$ cat src/rtl/clock_pkg.sv
// clock_pkg: shared BCD digit type, digit limits and default tick rate for the clock blocks.
package clock_pkg;
    typedef logic [3:0] bcd_t;
    localparam bcd_t UNITS_MAX = 4'd9;
    localparam bcd_t TENS_MAX = 4'd5;
    localparam int DEFAULT_CLK_HZ = 50_000_000;
endpackage

$ cat src/rtl/bcd_mod60.sv
// bcd_mod60: two-digit BCD mod-60 counter advancing by 0, 1 (inc) or 2 (add2) per cycle.
module bcd_mod60
    import clock_pkg::*;
(
    input  logic clk,
    input  logic rst,
    input  logic inc,
    input  logic add2,
    input  logic clr,
    output bcd_t lo,
    output bcd_t hi,
    output logic carry_out
);
    logic [1:0] step;
    logic [4:0] u_sum;
    logic u_wrap;
    bcd_t lo_next;
    bcd_t hi_next;
    always_comb begin
        step = add2 ? 2'd2 : {1'b0, inc};
        u_sum = {1'b0, lo} + {3'b0, step};
        u_wrap = u_sum > {1'b0, UNITS_MAX};
        lo_next = u_wrap ? u_sum[3:0] - 4'd10 : u_sum[3:0];
        hi_next = u_wrap ? (hi == TENS_MAX ? '0 : hi + 4'd1) : hi;
        // a clear discards this cycle's advance, so it must not leak a carry
        carry_out = !clr && u_wrap && hi == TENS_MAX;
    end
    always_ff @(posedge clk) begin
        if (rst || clr) begin
            lo <= '0;
            hi <= '0;
        end else begin
            lo <= lo_next;
            hi <= hi_next;
        end
    end
endmodule

$ cat src/rtl/min_sec_counter.sv
// min_sec_counter: prescaled 1 Hz minutes:seconds BCD clock with time-set inputs and hour pulse.
module min_sec_counter
    import clock_pkg::*;
#(
    parameter int CLK_HZ = DEFAULT_CLK_HZ
) (
    input  logic clk,
    input  logic rst,
    input  logic run,
    input  logic inc_min,
    input  logic clr_sec,
    output bcd_t sec_1,
    output bcd_t sec_2,
    output bcd_t min_1,
    output bcd_t min_2,
    output logic tick_1hz,
    output logic hour_inc
);
    localparam int PW = $clog2(CLK_HZ);
    logic [PW-1:0] presc;
    logic tick;
    logic sec_carry;
    logic min_carry;
    assign tick = run && presc == PW'(CLK_HZ - 1);
    always_ff @(posedge clk) begin
        if (rst) begin
            presc <= '0;
            tick_1hz <= 1'b0;
            hour_inc <= 1'b0;
        end else begin
            presc <= (clr_sec || tick) ? '0 : presc + PW'(run);
            tick_1hz <= tick && !clr_sec;
            // only a seconds rollover counts as an hour; manual minute bumps never do
            hour_inc <= min_carry && sec_carry;
        end
    end
    bcd_mod60 u_sec (
        .clk(clk),
        .rst(rst),
        .inc(tick),
        .add2(1'b0),
        .clr(clr_sec),
        .lo(sec_1),
        .hi(sec_2),
        .carry_out(sec_carry)
    );
    bcd_mod60 u_min (
        .clk(clk),
        .rst(rst),
        .inc(sec_carry ^ inc_min),
        .add2(sec_carry & inc_min),
        .clr(1'b0),
        .lo(min_1),
        .hi(min_2),
        .carry_out(min_carry)
    );
endmodule

$ cat config.mk
export PLATFORM = sky130hd
export DESIGN_NAME = min_sec_counter
export DESIGN_NICKNAME = d
export VERILOG_FILES = /design/src/rtl/clock_pkg.sv /design/src/rtl/bcd_mod60.sv /design/src/rtl/min_sec_counter.sv
export SDC_FILE = /design/constraint.sdc
export NUM_CORES = 1
export LEC_CHECK = 0
export ABC_AREA = 1
export BUFFER_PORTS_ARGS = -buffer_cell sky130_fd_sc_hd__buf_2
export CAP_MARGIN = 20
export CORE_ASPECT_RATIO = 0.7
export CORE_MARGIN = 2
export CORE_UTILIZATION = 55
export CTS_CLUSTER_DIAMETER = 120
export DETAILED_ROUTE_END_ITERATION = 7
export GPL_TIMING_DRIVEN = 0
export PLACE_DENSITY = 0.71
export SLEW_MARGIN = 20
export SYNTH_ARGS = -nofsm -noshare
export SYNTH_HDL_FRONTEND = slang
export SYNTH_SLANG_ARGS = --single-unit
$ cat constraint.sdc
create_clock -name clk -period 7.5 [get_ports clk]
set_input_delay 0 -clock clk [delete_from_list [all_inputs] [get_ports clk]]
set_output_delay 0 -clock clk [all_outputs]
set_load 0.01 [all_outputs]
; ---- Word-level counts from Yosys, hierarchy flattened
; Index checks and enable logic that the tools add are counted.
[op_classes]
reduce_logical = 10
n_mux = 5
n_eq_ne = 3
n_bitwise = 2
add_sub_neg = 7
magnitude_cmp = 2
[ops]
columns = operator, count
row1 = $add A26 B1 Y26, 1
row2 = $eq A26 B26 Y1 const B, 1
row3 = $mux W4, 4
row4 = $gt A5 B4 Y1 const B, 2
row5 = $add A4 B1 Y4 const B, 2
row6 = $eq A4 B3 Y1 const B, 2
row7 = $sub A4 B4 Y4 const B, 2
row8 = $logic_and A1 B1 Y1, 6
row9 = $add A4 B1 Y5, 1
row10 = $add A4 B2 Y5, 1
row11 = $logic_or A1 B1 Y1, 2
row12 = $mux W2, 1
row13 = $reduce_or A2 Y1, 1
row14 = $and A1 B1 Y1, 1
row15 = $logic_not A1 Y1, 1
row16 = $xor A1 B1 Y1, 1
[word_totals]
register_bits = 44

; ---- Longest topological paths before layout
; Gate-level depths: netlist of the first run.
[logic_depth]
ltp_word = 12
depth_mapped = 35
depth_no_buf = 35

; ---- Cells and area by module
; Synthesis of the first run repeated with hierarchy kept, for this count alone.
[hier_totals]
cells_unflattened = 417
area_unflattened_um2 = 2745.1
[modules_own_cells]
columns = mod, area_per_inst_um2, n_inst, cells_each, seq_area_each_um2
row1 = min_sec_counter, 1604.0, 1, 257, 560.5
row2 = bcd_mod60, 570.5, 2, 80, 160.2

; ---- Least setup slack after synthesis of the first run
; No wires, ideal clock.
[synth_path]
path_type = reg2reg
from = register presc[4]
to = register u_min.hi[0]
period_less_slack_ns = 4.045
required_ns = 7.387
stages_incl_launch_ff = 30
arrival_ns = 3.932
path_buffers = 0
setup_slack_ns = 3.455
path_cell_list = dfxtp_1 -> nand2_2 -> nor2_2 -> nand4_1 -> nor2_2 -> nand2_2 -> inv_1 -> ha_1 -> ha_1 -> nand2_1 -> nand2_1 -> inv_1 -> ha_1 -> nand2_1 -> nand3_1 -> nand2_2 -> nand2_1 -> nor2_1 -> ha_1 -> ha_1 -> inv_1 -> fa_1 -> ha_1 -> a21boi_0 -> a21oi_1 -> nand2_2 -> nand2_4 -> nand2_1 -> nand2_1 -> nor2_1
[synth_via]
elab_chain_len = 10
[synth_lines]
columns = item, line_no
row1 = start: declaration, min_sec_counter.sv:20  ; logic [PW-1:0] presc;
row2 = start signal: assignment, min_sec_counter.sv:31  ; presc <= (clr_sec || tick) ? '0 : presc + PW'(run);
row3 = $eq A26 B26 Y1 *, min_sec_counter.sv:24  ; assign tick = run && presc == PW'(CLK_HZ - 1);
row4 = $logic_and A1 B1 Y1 *, min_sec_counter.sv:24
row5 = $add A4 B1 Y5 *, bcd_mod60.sv:21  ; u_sum = {1'b0, lo} + {3'b0, step};
row6 = $gt A5 B4 Y1 *, bcd_mod60.sv:22  ; u_wrap = u_sum > {1'b0, UNITS_MAX};
row7 = $logic_and A1 B1 Y1 * (2 in a row), bcd_mod60.sv:26  ; carry_out = !clr && u_wrap && hi == TENS_MAX;
row8 = $xor A1 B1 Y1 or $and A1 B1 Y1 (tied branches), "min_sec_counter.sv:50, min_sec_counter.sv:51"
row9 = $mux W2 *, bcd_mod60.sv:20  ; step = add2 ? 2'd2 : {1'b0, inc};
row10 = $add A4 B2 Y5 *, bcd_mod60.sv:21
row11 = $gt A5 B4 Y1 *, bcd_mod60.sv:22
row12 = end signal: assignment, bcd_mod60.sv:34  ; hi <= hi_next;
row13 = end: declaration, bcd_mod60.sv:11  ; output bcd_t hi,
; Mark *: on every way between the ends. The rest lies on a longest branch, timed or not.
; A chain may end at the register's enable or synchronous reset.

; ---- Worst setup path in the final report of the first run
[layout_path]
from = register presc[19]
to = register u_min.hi[2]
; The elaborated chain is that of the path after synthesis.

==> results_dict.tcl, run 1 <==
set metrics [dict create \
    timing.critical_path.to "u_min.hi[2]" \
    slowest_stage "dfxtp_1" \
    insertedDiodeCount 0 \
    start_util_pct 58.3 \
    timing.critical_path.from "presc[19]" \
    max_slew.worst_pin.slew_ns 0.424 \
    wire_per_inst_um 11.4 \
    rr_worst_depth 31 \
    crit_path_end_kind "register" \
    clock_path_buffers 2 \
    path_max_fanout 10 \
    cts_tree "built" \
    drt-initial-drc-count 122 \
    clk_latency_ns 0.30 \
    p_per_area_nw_per_um2 146 \
    hold_viol 0 \
    areaGrowthSynthToFinish_pct 11.0 \
    async_flop_share_pct 0 \
    fillers 435 \
    postSynthCellCount 371 \
    h-tree-depth 2 \
    crit_path_start_kind "register" \
    ys_ff_latch 44 \
    fmax_mhz 212 \
    finalCritPeriodShare_pct 62.8 \
    rows 20 \
    die-height_um 61.2 \
    routabilityCongestion 0.906 \
    slew_violations 0 \
    vias 2303 \
    register_area_um2 881 \
    boundaryPins 23 \
    finalNonFillerCells 457 \
    port_buffers 22 \
    design.core.area_um2 4400 \
    clkTransAtPathRegs_ns 0.08 \
    leakage_nw 1.09 \
    dieArea_um2 5240 \
    grt_pass1_wl_um 8870 \
    antenna_found_initial 0 \
    cts_buffers 5 \
    hold_path.class "input pin to register" \
    ys_seq_area_share_pct 34.3 \
    synth_edf_count 0 \
    ant_nets 0 \
    cp_slowest_stage_delay_ns 0.38 \
    total_power_uw 416 \
    finClkSkew_ns 0.00315 \
    setup_viol 0 \
    syn_nets 388 \
    routed_wl_um 5220 \
    synth.avg_cell_area_um2 6.92 \
    ys_warn_count 0 \
    hpwl_um 4080 \
    final_nets 418 \
    cts-root-buf "clkbuf_8" \
    r2r-start "presc[19]" \
    critPathRequiredTime_ns 7.73 \
    peakVddDrop_uv 108 \
    fin_crit_ns 4.71 \
    multi_input_area_um2 1460 \
    drc 0 \
    rr_endpoint "u_min.hi[2]" \
    die_w_um 85.6 \
    critical_path_arrival_ns 4.94 \
    max_slew_margin_pct 71.6 \
    criticalPathCategory "register to register" \
    synthFlopType "dfxtp_1" \
    post_cts_resized 0 \
    rsz0062_at_grt "no" \
    grt_pass1_vias 1969 \
    grt_overflow 0 \
    regToRegSetupSlack_ns 2.79 \
    maxCapViolCount 0 \
    numClockSinks 44 \
    hp-start "clr_sec" \
    ys_types 28 \
    crit_path_frequent_cell "nand2_1" \
    timing.hold.ws_ns 0.0413 \
    setup-tns-final_ns 0 \
    via_per_inst 5.04 \
    grt_max_degree 14 \
    status "finished, final reports clean" \
    synth_area_um2 2570 \
    post_cts_buffers 0 \
    drive_gt1_share_pct 17.7 \
    dr.pass1.iters 4 \
    dp_cells 448 \
    grt_usage_pct 21.5 \
]
## cell usage after synthesis (4+ instances only)
library cell | instances | area [um2]
xor2_1 | 9 | 78.8
a21oi_1 | 20 | 100
ha_1 | 11 | 138
nand4_1 | 4 | 25.0
nor2_1 | 44 | 165
dfxtp_1 | 44 | 881
nand2_1 | 94 | 353
nand3_1 | 35 | 175
nor2_2 | 22 | 138
inv_1 | 49 | 184
a21oi_2 | 4 | 35.0
nand2_2 | 5 | 31.3
o21ai_0 | 4 | 20.0
xnor2_1 | 5 | 43.8
## registers in the layout, summed over array words and instances (netlist names)
signal	cells
u_sec.lo	4
u_min.lo	4
presc	26
hour_inc	1
u_min.hi	4
tick_1hz	1
u_sec.hi	4
## worst max-delay path: cells and delay by family (launching register included)
kind	cells	cell delay [ns]
adders and majority gates	7	1.63
AOI/OAI and AO/OA	3	0.45
and+or+nand+nor	16	1.84
buffers and inverters	5	0.34
DFF	1	0.38
## cells in the final DEF, fill, tap and decap left out, drive strengths merged, types with 2 or more instances in the layout
master  synthesis  layout
nand2         101     101
nor2           67      67
inv            50      50
dfxtp          44      44
nand3          36      36
buf             2      24
a21oi          24      24
ha             11      11
xor2            9       9
clkbuf          0       6
xnor2           5       5
nand4           4       4
o21ai           4       4
or2             4       4
nand3b          3       3
nor3            2       2
clkinv          0       2
o21bai          2       2
## where the power goes
group          switching [mW]  internal, mW
Combinational          0.0147        0.0100
Clock                  0.0816        0.0736
Sequential            0.00115         0.235
## worst min path at each step
stage,end,slack (ns),depth (start not counted)
after global placement,u_min.hi[2],0.27,2
after CTS,u_sec.hi[0],0.05,4
after global routing,u_sec.hi[0],0.06,4
final,u_sec.hi[0],0.04,4
after floorplan,u_min.hi[1],0.07,1
after detailed placement,u_min.lo[0],0.29,2
## repair_timing
item,in CTS,in global routing
endpoints found under the hold margin,5,0
setup endpoints to repair,0,0
hold buffers,1,0
## through the flow
step	util [%]	instance area, um2	worst slack (ns)
4_1_cts	64.7	2850	2.80
6_report	64.7	2850	2.79
3_3_place_gp	62.3	2750	2.90
2_1_floorplan	-	2570	3.46
5_1_grt	64.7	2850	2.19
3_5_place_dp	62.3	2750	2.82
## cell families after synthesis
logic type / count (synthesis) / share of synthesized area, %
flops: 44 / 34.3
compound gates: 31 / 7.07
fa+ha+maj: 12 / 6.14
simple gates: 218 / 38.8
xor+xnor: 14 / 4.78
buf+inv: 52 / 8.87
## routing by layer
layer / part of all wire, % / GRT usage [%] / vias up
li1: - / - / 1221
met1: 53 / 32.4 / 1032
met2: 39 / 31.4 / 45
met3: 6.9 / 4.96 / 5
met4: 0.84 / 4.99 / 0
met5: 0 / 0 / -
## layout make-up
class | count | share of cell area, %
multi-input cells | 275 | 51.2
flip-flops and latches | 44 | 30.9
inverters | 50 | 6.59
repair buffers | 23 | 4.22
clock buffers | 6 | 2.90
well taps | 55 | 2.42
plain buffers | 2 | 1.41
clock inverters | 2 | 0.351
Note: power is estimated with default switching activity, not from simulation.
==> inputs of run 2 (changes only) <==
ABC_AREA = 0   (was 1)
clock period = 4.4 ns   (was 7.5 ns; I/O delays follow)
==> results_dict.tcl, run 2 <==
set metrics [dict create \
    synthFlopType "dfxtp_1" \
    synth.avg_cell_area_um2 8.92 \
    grt_usage_pct 21.8 \
    drt-initial-drc-count 100 \
    criticalPathCategory "register to register" \
    synth_top_area_cell "dfxtp_1" \
    setup-tns-final_ns -4.70 \
    numClockSinks 44 \
    synth_area_um2 2250 \
    die-height_um 57.5 \
    finClkSkew_ns 0.00341 \
    grt_max_degree 13 \
    port_buffers 22 \
    ant_nets 0 \
    max_slew.worst_pin.slew_ns 0.530 \
    cts_tree "built" \
    leakage_nw 1.02 \
    wire_per_inst_um 12.9 \
    crit_path_start_kind "register" \
    p_per_area_nw_per_um2 258 \
    ys_seq_area_share_pct 39.2 \
    final_cell_mix "nor2_1 (39), dfxtp_1 (33), buf_2 (22)" \
    boundaryPins 23 \
    final_nets 315 \
    hold_path.class "input pin to register" \
    multi_input_area_um2 1440 \
    largest_register_ffs 26 \
    vias 1834 \
    slew_violations 0 \
    grt_pass1_wl_um 7830 \
    fmax_mhz 197 \
    via_per_inst 5.24 \
    ctsHoldBuffers 0 \
    setup_viol 8 \
    ys_ff_latch 44 \
    regToRegSetupSlack_ns -0.67 \
    synth_top_area_share_pct 39.2 \
    syn_nets 269 \
    h-tree-depth 2 \
    rsz0062_at_grt "yes" \
    r2r-start "presc[11]" \
    postSynthCellCount 252 \
    ys_warn_count 0 \
    critical_path_arrival_ns 5.26 \
    max_slew_margin_pct 64.4 \
    clkTransAtPathRegs_ns 0.08 \
    fin_crit_ns 5.07 \
    synth_area_leaders "dfxtp_1 (39%), xnor2_1 (7.0%), nor2_1 (6.5%)" \
    grt_pass1_vias 1772 \
    antenna_found_initial 0 \
    synth_edf_count 0 \
    drive_gt1_share_pct 30.2 \
    dr.pass1.iters 4 \
    routed_wl_um 4500 \
    ys_types 43 \
    start_util_pct 57.3 \
    final_common_cell "nor2_1" \
    design.core.area_um2 3920 \
    violations "negative setup slack" \
    hp-start "rst" \
    rr_worst_depth 23 \
    rows 19 \
    hpwl_um 3150 \
    finalCritPeriodShare_pct 115 \
    path_max_fanout 4 \
    maxCapViolCount 0 \
    crit_path_end_kind "register" \
    rr_endpoint "u_min.hi[1]" \
    drc 0 \
    routabilityCongestion 0.809 \
    largest_register "presc" \
    dieArea_um2 4620 \
    grt_overflow 0 \
    clk_latency_ns 0.29 \
    peakVddDrop_uv 210 \
    register_area_um2 900 \
    hold_viol 0 \
    areaGrowthSynthToFinish_pct 26.0 \
    timing.critical_path.from "presc[11]" \
    die_w_um 80.4 \
    synth_most_common_cell "dfxtp_1" \
    critPathRequiredTime_ns 4.59 \
    cts-root-buf "clkbuf_8" \
    synthTopCellsByCount "dfxtp_1 (44), nor2_1 (39), xnor2_1 (18)" \
    place_ws_ns -1.29 \
    timing.critical_path.to "u_min.hi[1]" \
    cts_buffers 5 \
    setup_ws_ns -0.671 \
    status "finished, violations left" \
    fillers 310 \
    insertedDiodeCount 0 \
    async_flop_share_pct 0 \
    clock_path_buffers 2 \
]
==> run 2: per-stage QoR <==
| step | utilization [%] | total power [mW] | hold slack (ns) | std cells | instance area (um2) |
|---|---|---|---|---|---|
| 5_1_grt | 72.2 | 0.761 | 0.0830 | 350 | 2830 |
| 2_1_floorplan | - | 0.449 | 0.206 | 252 | 2400 |
| 6_report | 72.2 | 0.731 | 0.0442 | 350 | 2830 |
| 3_3_place_gp | 65.6 | 0.460 | 0.345 | 326 | 2570 |
| 3_5_place_dp | 65.6 | 0.461 | 0.350 | 326 | 2570 |
| 4_1_cts | 70.5 | 0.736 | 0.0324 | 343 | 2760 |
==> run 2: timing repair <==
action                     4_1_cts  5_1_grt
pin swaps                        9       11
buffers inserted                10        7
setup endpoints to repair        8        8
gates resized for setup          5       11
==> run 2: cell type report <==
class                           instances  share of cell area [%]
Multi-Input combinational cell        187                    50.7
Sequential cell                        44                    31.7
Timing Repair Buffer                   39                    8.52
Clock buffer                            7                    3.40
Tap cell                               52                    2.30
Inverter                               14                    1.85
Buffer                                  7                    1.46
==> run 2: worst min path at each step <==
stage | endpoint | depth (start not counted) | slack [ns]
after CTS | hour_inc | 4 | 0.03
after global routing | hour_inc | 4 | 0.08
after detailed placement | hour_inc | 4 | 0.35
after global placement | hour_inc | 4 | 0.34
final | hour_inc | 4 | 0.04
after floorplan | hour_inc | 3 | 0.21
==> run 2: critical path, stage by stage, from the launching register on <==
cell	delay, ns
dfxtp_4	0.37
nor4bb_4	0.30
nand4_1	0.17
nor4_4	0.26
ha_2	0.25
ha_4	0.15
xor2_2	0.15
inv_1	0.08
ha_2	0.18
a21boi_4	0.14
nand2b_4	0.14
o32ai_4	0.21
nand4_1	0.17
nor2_1	0.14
ha_1	0.24
ha_2	0.18
inv_2	0.06
fa_2	0.50
ha_4	0.19
a21bo_4	0.20
o2111a_1	0.26
a41oi_4	0.21
nand2b_4	0.17
mux2_4	0.29
==> run 2: cell families after synthesis <==
group | count (synthesis) | share of synthesized area [%]
mux | 3 | 1.39
buf+inv | 21 | 4.17
fa+ha+maj | 12 | 7.01
simple gates | 114 | 27.0
xor+xnor | 32 | 12.5
flops | 44 | 39.2
compound gates | 26 | 8.74
==> run 2: routing by layer <==
layer	vias up	global-route usage (%)	part of all wire (%)
li1	958	-	-
met1	837	33.3	54
met2	37	30.1	41
met3	2	4.91	4.6
met4	0	7.51	0.42
met5	-	0	0
==> run 2: where the power goes <==
group / internal [mW] / switching (mW)
Combinational: 0.0289 / 0.0283
Sequential: 0.399 / 0.00219
Clock: 0.140 / 0.133
==> inputs of run 3 (changes only) <==
CELL_PAD_IN_SITES_DETAIL_PLACEMENT = 1   (was unset)
CELL_PAD_IN_SITES_GLOBAL_PLACEMENT = 2   (was unset)
CORE_UTILIZATION = 36   (was 55)
PLACE_DENSITY = 0.75   (was 0.71)
==> results_dict.tcl, run 3 (synthesis gave the netlist of run 2 again) <==
set metrics [dict create \
    status "finished, violations left" \
    violations "negative setup slack" \
    vias 1851 \
    grt_pass1_wl_um 8800 \
    critPathRequiredTime_ns 4.60 \
    cp_cell_sequence "and4_4 -> nand4_1 -> nor4_4 -> ha_2 -> ha_4 -> xor2_4 -> inv_2 -> ha_4 -> a21boi_4 -> nand2b_4 -> o32ai_4 -> nand4_1 -> nor2_1 -> ha_1 -> ha_2 -> inv_2 -> fa_2 -> xor2_4 -> ha_4 -> a21bo_4 -> o2111a_1 -> a41oi_4 -> nand2b_4 -> mux2_4" \
    dr.pass1.iters 4 \
    grt_max_degree 13 \
    drc 0 \
    utilization_pct 47.4 \
    power_frac_seq_pct 54.2 \
    boundaryPins 23 \
    slew_violations 0 \
    hpwl_um 3730 \
    setup-tns-final_ns -6.16 \
    areaGrowthSynthToFinish_pct 29.2 \
    cts-root-buf "clkbuf_8" \
    timing.hold.ws_ns 0.0444 \
    clkTransAtPathRegs_ns 0.08 \
    crit_path_end_kind "register" \
    die_w_um 98.5 \
    largest_register_ffs 26 \
    insertedDiodeCount 0 \
    finalCritPeriodShare_pct 119 \
    final_cell_mix "nor2_1 (39), dfxtp_1 (35), buf_2 (22)" \
    stdcell_area_um2 2900 \
    routed_wl_um 5230 \
    final_nets 316 \
    port_buffers 22 \
    antenna_found_initial 0 \
    h-tree-depth 2 \
    clkPwrFrac_pct 37.6 \
    grt_usage_pct 16.1 \
    crit_path_frequent_cell "ha_4" \
    fin_crit_ns 5.23 \
    hold_path.class "input pin to register" \
    numClockSinks 44 \
    drive_gt1_share_pct 30.8 \
    crit_path_start_kind "register" \
    placed_area_um2 2600 \
    rr_worst_depth 24 \
    cts_buffers 5 \
    p_sw_uw 170 \
    p_per_area_nw_per_um2 255 \
    rsz0062_at_grt "yes" \
    via_per_inst 4.91 \
    setup_viol 8 \
    leakage_nw 1.03 \
    total_power_uw 740 \
    place_ws_ns -1.53 \
    swShare_pct 23.0 \
    finClkSkew_ns 0.00810 \
    setup_ws_ns -0.834 \
    critical_path_arrival_ns 5.43 \
    maxCapViolCount 0 \
    ctsHoldBuffers 0 \
    start_util_pct 36.7 \
    design.core.area_um2 6130 \
    p_int_uw 570 \
    clk_latency_ns 0.30 \
    grt_overflow 0 \
    peakVddDrop_uv 113 \
    max_slew_margin_pct 59.9 \
    hold_viol 0 \
    wire_per_inst_um 13.9 \
    holdPathStages 4 \
    finalNonFillerCells 377 \
    die-height_um 70.1 \
    dp_cells 352 \
    ant_nets 0 \
    grt_pass1_vias 1768 \
    rows 24 \
    final_common_cell "nor2_1" \
    slowest_stage "dfxtp_1" \
    cts_tree "built" \
    cp_slowest_stage_delay_ns 0.42 \
    fmax_mhz 191 \
    drt-initial-drc-count 38 \
    max_slew.worst_pin.slew_ns 0.597 \
    clock_path_buffers 2 \
    dieArea_um2 6900 \
    combPwrFrac_pct 8.2 \
    largest_register "presc" \
    criticalPathCategory "register to register" \
    path_max_fanout 5 \
    routabilityCongestion 0.702 \
]
run 3: worst max-delay path, delay by kind of cell, from the launching register on:
kind	cells	cell delay (ns)
flops	1	0.42
mux	1	0.29
fa+ha+maj	7	1.49
xor+xnor	2	0.42
buf+inv	2	0.11
compound gates	5	1.04
simple gates	7	1.35
run 3: layout make-up:
| type | instances | area (um2) |
|---|---|---|
| flip-flops and latches | 44 | 900 |
| inverters | 14 | 52.6 |
| multi-input cells | 187 | 1470 |
| well taps | 78 | 97.6 |
| repair buffers | 40 | 249 |
| fillers | 721 | 3220 |
| plain buffers | 7 | 41.3 |
| clock buffers | 7 | 96.3 |
run 3: metal layers:
layer / global-route usage, % / routed length (um) / up-vias
li1: - / - / 958
met1: 24.3 / 2900 / 867
met3: 4.10 / 145 / 8
met5: 0 / 0 / -
met2: 22.0 / 2110 / 18
met4: 5.48 / 73 / 0
run 3: final timing paths:
| kind | from | endpoint | slack (ns) |
|---|---|---|---|
| worst max-delay path | presc[4] | u_min.hi[1] | -0.83 |
| worst min-delay path | rst | hour_inc | 0.04 |
| worst max register to register | presc[4] | u_min.hi[1] | -0.83 |
| worst min register to register | presc[10] | presc[10] | 0.53 |
run 3: repair_timing:
action	4_1_cts	5_1_grt
resized for setup	9	11
endpoints found under the hold margin	0	0
setup endpoints to repair	8	8
gates cloned	0	0
buffers inserted	11	8
pin swaps	12	9
run 3: power by group through the flow:
stage	combinational (mW)	clock [mW]	sequential [mW]
6_report	0.0608	0.278	0.401
4_1_cts	0.0561	0.291	0.402
3_3_place_gp	0.0502	0	0.412
2_1_floorplan	0.0367	0	0.413
5_1_grt	0.0676	0.308	0.401
3_5_place_dp	0.0515	0	0.412
